File: src/rtl/mmio_xbar_n_pkg.sv
// Shared MMIO definitions: bus widths, crossbar FSM encoding and the system address map.
package mmio_pkg;

  localparam int MMIO_ADDR_W = 30;
  localparam int MMIO_DATA_W = 32;
  localparam int MMIO_MASK_W = 4;

  // System address map: channel regions start at XBAR_BASE (word address).
  localparam logic [MMIO_ADDR_W-1:0] XBAR_BASE = 30'h100;
  localparam int CH_HEX   = 0;
  localparam int CH_LED   = 1;
  localparam int CH_TIMER = 2;
  localparam int CH_UART  = 3;

  typedef enum logic [1:0] {
    XBAR_IDLE   = 2'd0,
    XBAR_ACCESS = 2'd1,
    XBAR_RESP   = 2'd2
  } xbar_state_e;

  // Width of a channel index; a single channel still needs one bit.
  function automatic int idx_width(input int n);
    return (n > 1) ? $clog2(n) : 1;
  endfunction

endpackage

File: src/rtl/mmio_xbar_n_if.sv
// MMIO crossbar bus bundle: CPU-side request/response plus the per-channel select/ack side.
interface mmio_xbar_n_if #(
  parameter int NCH      = 4,
  parameter int REGION_W = 4
);
  import mmio_pkg::*;

  logic                       i_mmio_req;
  logic [MMIO_ADDR_W-1:0]     i_mmio_addr;
  logic [MMIO_DATA_W-1:0]     i_mmio_data;
  logic [MMIO_MASK_W-1:0]     i_mmio_mask;
  logic                       i_mmio_wren;
  logic                       o_mmio_ack;
  logic [MMIO_DATA_W-1:0]     o_mmio_data;
  logic                       o_mmio_err;
  logic [NCH-1:0]             o_ch_sel;
  logic [REGION_W-1:0]        o_ch_addr;
  logic [MMIO_DATA_W-1:0]     o_ch_data;
  logic [MMIO_MASK_W-1:0]     o_ch_mask;
  logic                       o_ch_wren;
  logic [NCH-1:0]             i_ch_ack;
  logic [NCH*MMIO_DATA_W-1:0] i_ch_rdata;

  // The crossbar itself.
  modport slave (
    input  i_mmio_req, i_mmio_addr, i_mmio_data, i_mmio_mask, i_mmio_wren,
    input  i_ch_ack, i_ch_rdata,
    output o_mmio_ack, o_mmio_data, o_mmio_err,
    output o_ch_sel, o_ch_addr, o_ch_data, o_ch_mask, o_ch_wren
  );

  // The environment: CPU memory stage plus the peripheral channels.
  modport master (
    output i_mmio_req, i_mmio_addr, i_mmio_data, i_mmio_mask, i_mmio_wren,
    output i_ch_ack, i_ch_rdata,
    input  o_mmio_ack, o_mmio_data, o_mmio_err,
    input  o_ch_sel, o_ch_addr, o_ch_data, o_ch_mask, o_ch_wren
  );

endinterface

File: src/rtl/mmio_xbar_n_decode.sv
// Combinational address decode for the MMIO crossbar: word address -> {hit, idx, status_hit}.
// MMIO_XBAR_ERRSTAT_EN enables the status word just above the last channel region.
module mmio_xbar_decode
  import mmio_pkg::*;
#(
  parameter int                     NCH      = 4,
  parameter int                     REGION_W = 4,
  parameter logic [MMIO_ADDR_W-1:0] BASE     = 30'h100
) (
  input  logic [MMIO_ADDR_W-1:0]    i_addr,
  output logic                      o_hit,
  output logic [idx_width(NCH)-1:0] o_idx,
  output logic                      o_status_hit
);

  localparam int IDX_W = idx_width(NCH);
  // One extra bit so BASE + SPAN at the top of the space does not wrap.
  localparam logic [MMIO_ADDR_W:0] SPAN = NCH[MMIO_ADDR_W:0] << REGION_W;

  logic [MMIO_ADDR_W-1:0] off;

  always_comb begin
    off   = i_addr - BASE;
    o_hit = (i_addr >= BASE) && ({1'b0, off} < SPAN);
    o_idx = IDX_W'(off >> REGION_W);
`ifdef MMIO_XBAR_ERRSTAT_EN
    o_status_hit = ({1'b0, i_addr} == ({1'b0, BASE} + SPAN));
`else
    o_status_hit = 1'b0;
`endif
  end

endmodule

File: src/rtl/mmio_xbar_n.sv
// Registered MMIO crossbar: decodes CPU word accesses onto NCH channels with select/ack and timeout.
// Define MMIO_XBAR_ERRSTAT_EN to add the error-count/last-error-address status word.
module mmio_xbar_n
  import mmio_pkg::*;
#(
  parameter int                     NCH      = 4,
  parameter int                     REGION_W = 4,
  parameter logic [MMIO_ADDR_W-1:0] BASE     = 30'h100,
  parameter int                     TIMEOUT  = 15
) (
  input logic          i_clk,
  input logic          i_rst,
  mmio_xbar_n_if.slave bus
);

  localparam int IDX_W = idx_width(NCH);
  localparam int CNT_W = (TIMEOUT > 0) ? $clog2(TIMEOUT + 1) : 1;
  localparam logic [CNT_W-1:0] CNT_LAST = (TIMEOUT > 0) ? CNT_W'(TIMEOUT - 1) : '0;

  xbar_state_e            state_q, state_d;
  logic [IDX_W-1:0]       idx_q, idx_d;
  logic                   wren_q, wren_d;
  logic [CNT_W-1:0]       cnt_q, cnt_d;
  logic                   ack_q, ack_d;
  logic                   err_q, err_d;
  logic [MMIO_DATA_W-1:0] rdata_q, rdata_d;
  logic [NCH-1:0]         sel_q, sel_d;
  logic [REGION_W-1:0]    ch_addr_q, ch_addr_d;
  logic [MMIO_DATA_W-1:0] ch_data_q, ch_data_d;
  logic [MMIO_MASK_W-1:0] ch_mask_q, ch_mask_d;
  logic                   ch_wren_q, ch_wren_d;
  logic                   ch_clr;

  logic                   dec_hit;
  logic [IDX_W-1:0]       dec_idx;
  logic                   dec_stat;

  mmio_xbar_decode #(
    .NCH      (NCH),
    .REGION_W (REGION_W),
    .BASE     (BASE)
  ) u_decode (
    .i_addr       (bus.i_mmio_addr),
    .o_hit        (dec_hit),
    .o_idx        (dec_idx),
    .o_status_hit (dec_stat)
  );

`ifdef MMIO_XBAR_ERRSTAT_EN
  logic [15:0] err_cnt_q, err_cnt_d;
  logic [15:0] err_addr_q, err_addr_d;
  logic [15:0] addr_q, addr_d;

  // err_d is only ever set on the cycle that enters RESP with an error.
  always_comb begin
    err_cnt_d  = err_cnt_q;
    err_addr_d = err_addr_q;
    addr_d     = addr_q;
    if (state_q == XBAR_IDLE && bus.i_mmio_req) addr_d = bus.i_mmio_addr[15:0];
    if (state_q == XBAR_IDLE && bus.i_mmio_req && dec_stat && bus.i_mmio_wren) begin
      err_cnt_d  = '0;
      err_addr_d = '0;
    end else if (err_d) begin
      if (err_cnt_q != 16'hFFFF) err_cnt_d = err_cnt_q + 16'd1;
      err_addr_d = (state_q == XBAR_IDLE) ? bus.i_mmio_addr[15:0] : addr_q;
    end
  end

  always_ff @(posedge i_clk or posedge i_rst) begin
    if (i_rst) begin
      err_cnt_q  <= '0;
      err_addr_q <= '0;
      addr_q     <= '0;
    end else begin
      err_cnt_q  <= err_cnt_d;
      err_addr_q <= err_addr_d;
      addr_q     <= addr_d;
    end
  end
`endif

  always_comb begin
    state_d   = state_q;
    idx_d     = idx_q;
    wren_d    = wren_q;
    cnt_d     = cnt_q;
    ack_d     = 1'b0;
    err_d     = 1'b0;
    rdata_d   = '0;
    sel_d     = sel_q;
    ch_addr_d = ch_addr_q;
    ch_data_d = ch_data_q;
    ch_mask_d = ch_mask_q;
    ch_wren_d = ch_wren_q;
    ch_clr    = 1'b0;
    unique case (state_q)
      XBAR_IDLE: begin
        if (bus.i_mmio_req) begin
          wren_d = bus.i_mmio_wren;
          idx_d  = dec_idx;
          cnt_d  = '0;
`ifdef MMIO_XBAR_ERRSTAT_EN
          if (dec_stat) begin
            state_d = XBAR_RESP;
            ack_d   = 1'b1;
            if (!bus.i_mmio_wren) rdata_d = {err_addr_q, err_cnt_q};
          end else
`endif
          // The status word never overlaps a channel; without the status feature it is unmapped.
          if (!dec_hit || dec_stat) begin
            state_d = XBAR_RESP;
            ack_d   = 1'b1;
            err_d   = 1'b1;
          end else if (bus.i_mmio_wren && bus.i_mmio_mask == '0) begin
            state_d = XBAR_RESP;
            ack_d   = 1'b1;
          end else begin
            state_d   = XBAR_ACCESS;
            sel_d     = NCH'(1) << dec_idx;
            ch_addr_d = bus.i_mmio_addr[REGION_W-1:0];
            ch_data_d = bus.i_mmio_data;
            ch_mask_d = bus.i_mmio_mask;
            ch_wren_d = bus.i_mmio_wren;
          end
        end
      end
      XBAR_ACCESS: begin
        // Ack is checked before the timeout so a last-cycle ack still completes cleanly.
        if (bus.i_ch_ack[idx_q]) begin
          state_d = XBAR_RESP;
          ack_d   = 1'b1;
          ch_clr  = 1'b1;
          if (!wren_q) rdata_d = bus.i_ch_rdata[MMIO_DATA_W*idx_q +: MMIO_DATA_W];
        end else if (TIMEOUT != 0 && cnt_q == CNT_LAST) begin
          state_d = XBAR_RESP;
          ack_d   = 1'b1;
          err_d   = 1'b1;
          ch_clr  = 1'b1;
        end else begin
          cnt_d = cnt_q + 1'b1;
        end
      end
      XBAR_RESP: state_d = XBAR_IDLE;
      default:   state_d = XBAR_IDLE;
    endcase
    if (ch_clr) begin
      sel_d     = '0;
      ch_addr_d = '0;
      ch_data_d = '0;
      ch_mask_d = '0;
      ch_wren_d = 1'b0;
      cnt_d     = '0;
    end
  end

  always_ff @(posedge i_clk or posedge i_rst) begin
    if (i_rst) begin
      state_q   <= XBAR_IDLE;
      idx_q     <= '0;
      wren_q    <= 1'b0;
      cnt_q     <= '0;
      ack_q     <= 1'b0;
      err_q     <= 1'b0;
      rdata_q   <= '0;
      sel_q     <= '0;
      ch_addr_q <= '0;
      ch_data_q <= '0;
      ch_mask_q <= '0;
      ch_wren_q <= 1'b0;
    end else begin
      state_q   <= state_d;
      idx_q     <= idx_d;
      wren_q    <= wren_d;
      cnt_q     <= cnt_d;
      ack_q     <= ack_d;
      err_q     <= err_d;
      rdata_q   <= rdata_d;
      sel_q     <= sel_d;
      ch_addr_q <= ch_addr_d;
      ch_data_q <= ch_data_d;
      ch_mask_q <= ch_mask_d;
      ch_wren_q <= ch_wren_d;
    end
  end

  assign bus.o_mmio_ack  = ack_q;
  assign bus.o_mmio_err  = err_q;
  assign bus.o_mmio_data = rdata_q;
  assign bus.o_ch_sel    = sel_q;
  assign bus.o_ch_addr   = ch_addr_q;
  assign bus.o_ch_data   = ch_data_q;
  assign bus.o_ch_mask   = ch_mask_q;
  assign bus.o_ch_wren   = ch_wren_q;

endmodule

File: src/flat_wrapper.sv
// flat-port wrapper written by rule: the top's interface ports become plain ports
module mmio_xbar_n_flat import mmio_pkg::*;
#(
  parameter int                     NCH      = 4,
  parameter int                     REGION_W = 4,
  parameter logic [MMIO_ADDR_W-1:0] BASE     = 30'h100,
  parameter int                     TIMEOUT  = 15
)
  (i_clk, i_rst, bus_i_mmio_req, bus_i_mmio_addr, bus_i_mmio_data, bus_i_mmio_mask, bus_i_mmio_wren, bus_i_ch_ack, bus_i_ch_rdata, bus_o_mmio_ack, bus_o_mmio_data, bus_o_mmio_err, bus_o_ch_sel, bus_o_ch_addr, bus_o_ch_data, bus_o_ch_mask, bus_o_ch_wren);
  mmio_xbar_n_if #(.NCH(NCH), .REGION_W(REGION_W)) bus_i ();
  input logic i_clk;
  input logic i_rst;
  input wire logic [$bits(bus_i.i_mmio_req)-1:0] bus_i_mmio_req;
  input wire logic [$bits(bus_i.i_mmio_addr)-1:0] bus_i_mmio_addr;
  input wire logic [$bits(bus_i.i_mmio_data)-1:0] bus_i_mmio_data;
  input wire logic [$bits(bus_i.i_mmio_mask)-1:0] bus_i_mmio_mask;
  input wire logic [$bits(bus_i.i_mmio_wren)-1:0] bus_i_mmio_wren;
  input wire logic [$bits(bus_i.i_ch_ack)-1:0] bus_i_ch_ack;
  input wire logic [$bits(bus_i.i_ch_rdata)-1:0] bus_i_ch_rdata;
  output wire logic [$bits(bus_i.o_mmio_ack)-1:0] bus_o_mmio_ack;
  output wire logic [$bits(bus_i.o_mmio_data)-1:0] bus_o_mmio_data;
  output wire logic [$bits(bus_i.o_mmio_err)-1:0] bus_o_mmio_err;
  output wire logic [$bits(bus_i.o_ch_sel)-1:0] bus_o_ch_sel;
  output wire logic [$bits(bus_i.o_ch_addr)-1:0] bus_o_ch_addr;
  output wire logic [$bits(bus_i.o_ch_data)-1:0] bus_o_ch_data;
  output wire logic [$bits(bus_i.o_ch_mask)-1:0] bus_o_ch_mask;
  output wire logic [$bits(bus_i.o_ch_wren)-1:0] bus_o_ch_wren;
  assign bus_i.i_mmio_req = bus_i_mmio_req;
  assign bus_i.i_mmio_addr = bus_i_mmio_addr;
  assign bus_i.i_mmio_data = bus_i_mmio_data;
  assign bus_i.i_mmio_mask = bus_i_mmio_mask;
  assign bus_i.i_mmio_wren = bus_i_mmio_wren;
  assign bus_i.i_ch_ack = bus_i_ch_ack;
  assign bus_i.i_ch_rdata = bus_i_ch_rdata;
  assign bus_o_mmio_ack = bus_i.o_mmio_ack;
  assign bus_o_mmio_data = bus_i.o_mmio_data;
  assign bus_o_mmio_err = bus_i.o_mmio_err;
  assign bus_o_ch_sel = bus_i.o_ch_sel;
  assign bus_o_ch_addr = bus_i.o_ch_addr;
  assign bus_o_ch_data = bus_i.o_ch_data;
  assign bus_o_ch_mask = bus_i.o_ch_mask;
  assign bus_o_ch_wren = bus_i.o_ch_wren;
  mmio_xbar_n #(.NCH(NCH), .REGION_W(REGION_W), .BASE(BASE), .TIMEOUT(TIMEOUT)) u_core (.i_clk(i_clk), .i_rst(i_rst), .bus(bus_i));
endmodule
File: config.mk
export PLATFORM = sky130hd
export DESIGN_NAME = mmio_xbar_n_flat
export DESIGN_NICKNAME = d
export VERILOG_FILES = /design/src/rtl/mmio_xbar_n_pkg.sv /design/src/rtl/mmio_xbar_n_if.sv /design/src/rtl/mmio_xbar_n_decode.sv /design/src/rtl/mmio_xbar_n.sv /design/src/flat_wrapper.sv
export SDC_FILE = /design/constraint.sdc
export NUM_CORES = 1
export LEC_CHECK = 0
export CORE_AREA = 2 2 109 111
export CTS_BUF_LIST = sky130_fd_sc_hd__clkbuf_16
export DETAILED_ROUTE_END_ITERATION = 10
export DIE_AREA = 0 0 111 113
export DONT_BUFFER_PORTS = 1
export SETUP_SLACK_MARGIN = 0.5
export SLEW_MARGIN = 0
export SYNTH_ARGS = -nofsm -noshare
export SYNTH_HDL_FRONTEND = slang
export SYNTH_SLANG_ARGS = --single-unit
File: constraint.sdc
create_clock -name i_clk -period 3.8 [get_ports i_clk]
set_input_delay 0.76 -clock i_clk [delete_from_list [all_inputs] [get_ports i_clk]]
set_output_delay 0.76 -clock i_clk [all_outputs]
set_load 0.05 [all_outputs]
==> out/metrics.yaml <==
r2r-end: "u_core.bus.o_ch_data[4]"
placed_cells: 492
cts-resized-gates: 0
skew_ps: 7.28
wl_per_cell_um: 20.2
place_congestion: 0.838
slew_violations: 0
switchingPower_mw: 0.459
synth-seq-cells: 88
cts_tree: "done"
drtAntennaViolNets: 0
clockBufferDepth: 2
critPathMaxStageDelay_ps: 520
fin_util: 0.427
drc_errors: 0
max_slew.worst_pin.slew_ps: 1010
switching_share: 0.225
synth-edff-count: 0
fmax_mhz: 411
clock_latency_ps: 330
yosysTopAreaCellShare: 0.497
h-tree-depth: 3
drive_gt1_frac: 0.170
grt_overflow: 0
rsz0062_at_grt: "no"
critPathLaunchType: "input pin"
p_int_mw: 1.58
cap_viol_max_count: 0
required_ps: 4040
power_frac_comb: 0.107
ctsHoldBuffers: 0
fp.dieArea_um2: 12500
synth.distinct_cells: 34
core-area_um2: 11300
die_x_um: 111
path_cells: "or4_4 -> nor4_2 -> o311ai_1 -> nor4_4 -> buf_12 -> mux2i_1"
finalSetupTns_ps: 0
final_cells: 508
dpl_cell_area_um2: 4520
hold_viol: 0
power.leakage_nw: 2.12
routed_wl_mm: 10.2
slew-limit-headroom: 0.325
critPathBufInv: 1
end_kind: "flip-flop"
path_class: "input pin to flip-flop"
crit_fanout: 46
slowest_stage: "or4_4"
finalSetupViolCount: 0
clkPwrFrac: 0.426
worstHoldPathType: "flip-flop to flip-flop"
final_nets: 564
hold_path.startpoint: "u_core.wren_q"
num_rows: 39
top_level_ports: 281
path_delay_family: "simple AND/OR/NAND/NOR gates"
numClockSinks: 88
reg2reg_from: "u_core.idx_q[1]"
place_hpwl_mm: 8.07
postSynthAreaPerCell_um2: 12.2
async_flop_share: 1.00
finalCriticalPeriod_ps: 2430
min_to: "u_core.wren_q"
die_y_um: 113
grtUsageTotal: 0.165
total_power_mw: 2.04
syn-cell-area_um2: 4430
synthCells: 364
yosysTopAreaCell: "dfrtp_1"
initial_core_util: 0.393
synthTopCellsByArea: "dfrtp_1 50%, mux4_2 17%, mux2i_1 10%"
grt_max_degree: 58
ff2ff_path_depth: 6
yosysSeqAreaShare: 0.497
area_delta_synth_final_pct: 8.79
powerDensity_nw_per_um2: 424
first_pass_iters: 4
root_buffer: "clkbuf_16"
fin_crit_sh: 0.640
grt_pass1_wl_mm: 16.0
path_clk_slew_ps: 60
numCtsBuffers: 9
fin_area_um2: 4820
rrSetupSlack_ps: 1410
synth_nets: 568
dr.first_iter.drc_count: 145
diodes: 0
port_buffers: 0
postCtsSetupBuffers: 0
num_vias: 2690
cp.arrival_ps: 2670
min_path_cells: 2
ys_warn_count: 0
ir_worst_vdd_mv: 0.254
antenna_found_initial: 1
first_global_vias: 2946
outcome: "finished, final reports clean"
viasPerCell: 5.30
p_seq_frac: 0.466
synth-main-ff-cell: "dfrtp_1"
==> synth_stat cells (all sizes together) (4+ instances only) <==
master / count
dfrtp: 88
nand2: 58
inv: 45
mux2i: 45
mux4: 33
nor2b: 33
buf: 13
clkbuf: 8
o21ai: 8
nand3: 4
nor4: 4
==> layout make-up <==
cell class	count	area, um^2
Tap cell	143	179
Timing Repair Buffer	6	57.6
Fill cell	1055	6450
Clock inverter	7	72.6
Multi-Input combinational cell	210	1910
Sequential cell	88	2200
Inverter	45	170
Clock buffer	9	225
==> flip-flops by register name, indices dropped and copies added, names as in the netlist <==
register	count
u_core.bus.o_ch_addr	4
u_core.bus.o_ch_data	32
u_core.bus.o_ch_mask	4
u_core.bus.o_ch_sel	4
u_core.bus.o_ch_wren	1
u_core.bus.o_mmio_ack	1
u_core.bus.o_mmio_data	32
u_core.bus.o_mmio_err	1
u_core.cnt_q	4
u_core.idx_q	2
u_core.state_q	2
u_core.wren_q	1
==> cell families after synthesis <==
| group | count (synthesis) | share of synthesized area |
|---|---|---|
| AND/OR/NAND/NOR | 114 | 0.130 |
| flip-flops | 88 | 0.497 |
| multiplexers | 78 | 0.269 |
| buffers and inverters | 66 | 0.0734 |
| AO/OA/AOI/OAI | 15 | 0.0220 |
| adder cells (fa/ha/maj) | 2 | 0.00565 |
| XOR/XNOR | 1 | 0.00198 |
==> routing by layer <==
metal | track usage | vias to the layer above | share of wire
li1 | - | 1220 | -
met1 | 0.187 | 1300 | 0.37
met2 | 0.298 | 158 | 0.54
met3 | 0.0498 | 12 | 0.085
met4 | 0.0550 | 0 | 0.013
met5 | 0 | - | 0
==> stage by stage <==
stage	hold WS [ps]	setup slack, ps
floorplan	441	761
global placement	457	1100
detailed placement	469	1030
CTS	484	1350
global route	496	1170
finish	481	1370
==> power groups by stage <==
stage	clock [mW]	combinational [mW]	sequential [mW]
5_1_grt	0.942	0.242	0.952
3_3_place_gp	0	0.221	0.970
4_1_cts	0.903	0.223	0.952
6_report	0.870	0.219	0.952
3_5_place_dp	0	0.224	0.970
2_1_floorplan	0	0.199	0.967
==> placed cells by master, fill, tap and decap left out, types with 3 or more instances in the layout <==
master | netlist | routed
o21ai_0 | 8 | 8
dfrtp_1 | 88 | 87
nor2b_1 | 33 | 33
nand2_1 | 58 | 58
mux4_2 | 33 | 33
buf_4 | 0 | 5
inv_1 | 45 | 44
clkbuf_16 | 0 | 9
mux2i_1 | 45 | 45
clkinv_2 | 0 | 3
nand3_1 | 4 | 4
==> worst register-to-register path: stages, from the launching register on <==
cell and delay [ps]:
dfrtp_1 330, buf_4 360, mux4_2 420, inv_1 130
a21bo_2 740, nand2_1 180, mux2i_1 160
==> worst max path at each step <==
| stage | cells after the start | from | slack [ps] | endpoint |
|---|---|---|---|---|
| after floorplan | 1 | i_rst | 760 | u_core.bus.o_ch_addr[0] |
| after global placement | 6 | bus_i_mmio_addr[18] | 1100 | u_core.bus.o_ch_data[26] |
| after detailed placement | 6 | bus_i_mmio_addr[18] | 1030 | u_core.bus.o_ch_data[18] |
| after CTS | 6 | u_core.idx_q[1] | 1350 | u_core.bus.o_ch_data[4] |
| after global routing | 6 | u_core.idx_q[1] | 1170 | u_core.bus.o_ch_data[29] |
| final | 6 | bus_i_mmio_addr[18] | 1370 | u_core.bus.o_ch_data[18] |
Note: power is estimated with default switching activity, not from simulation.
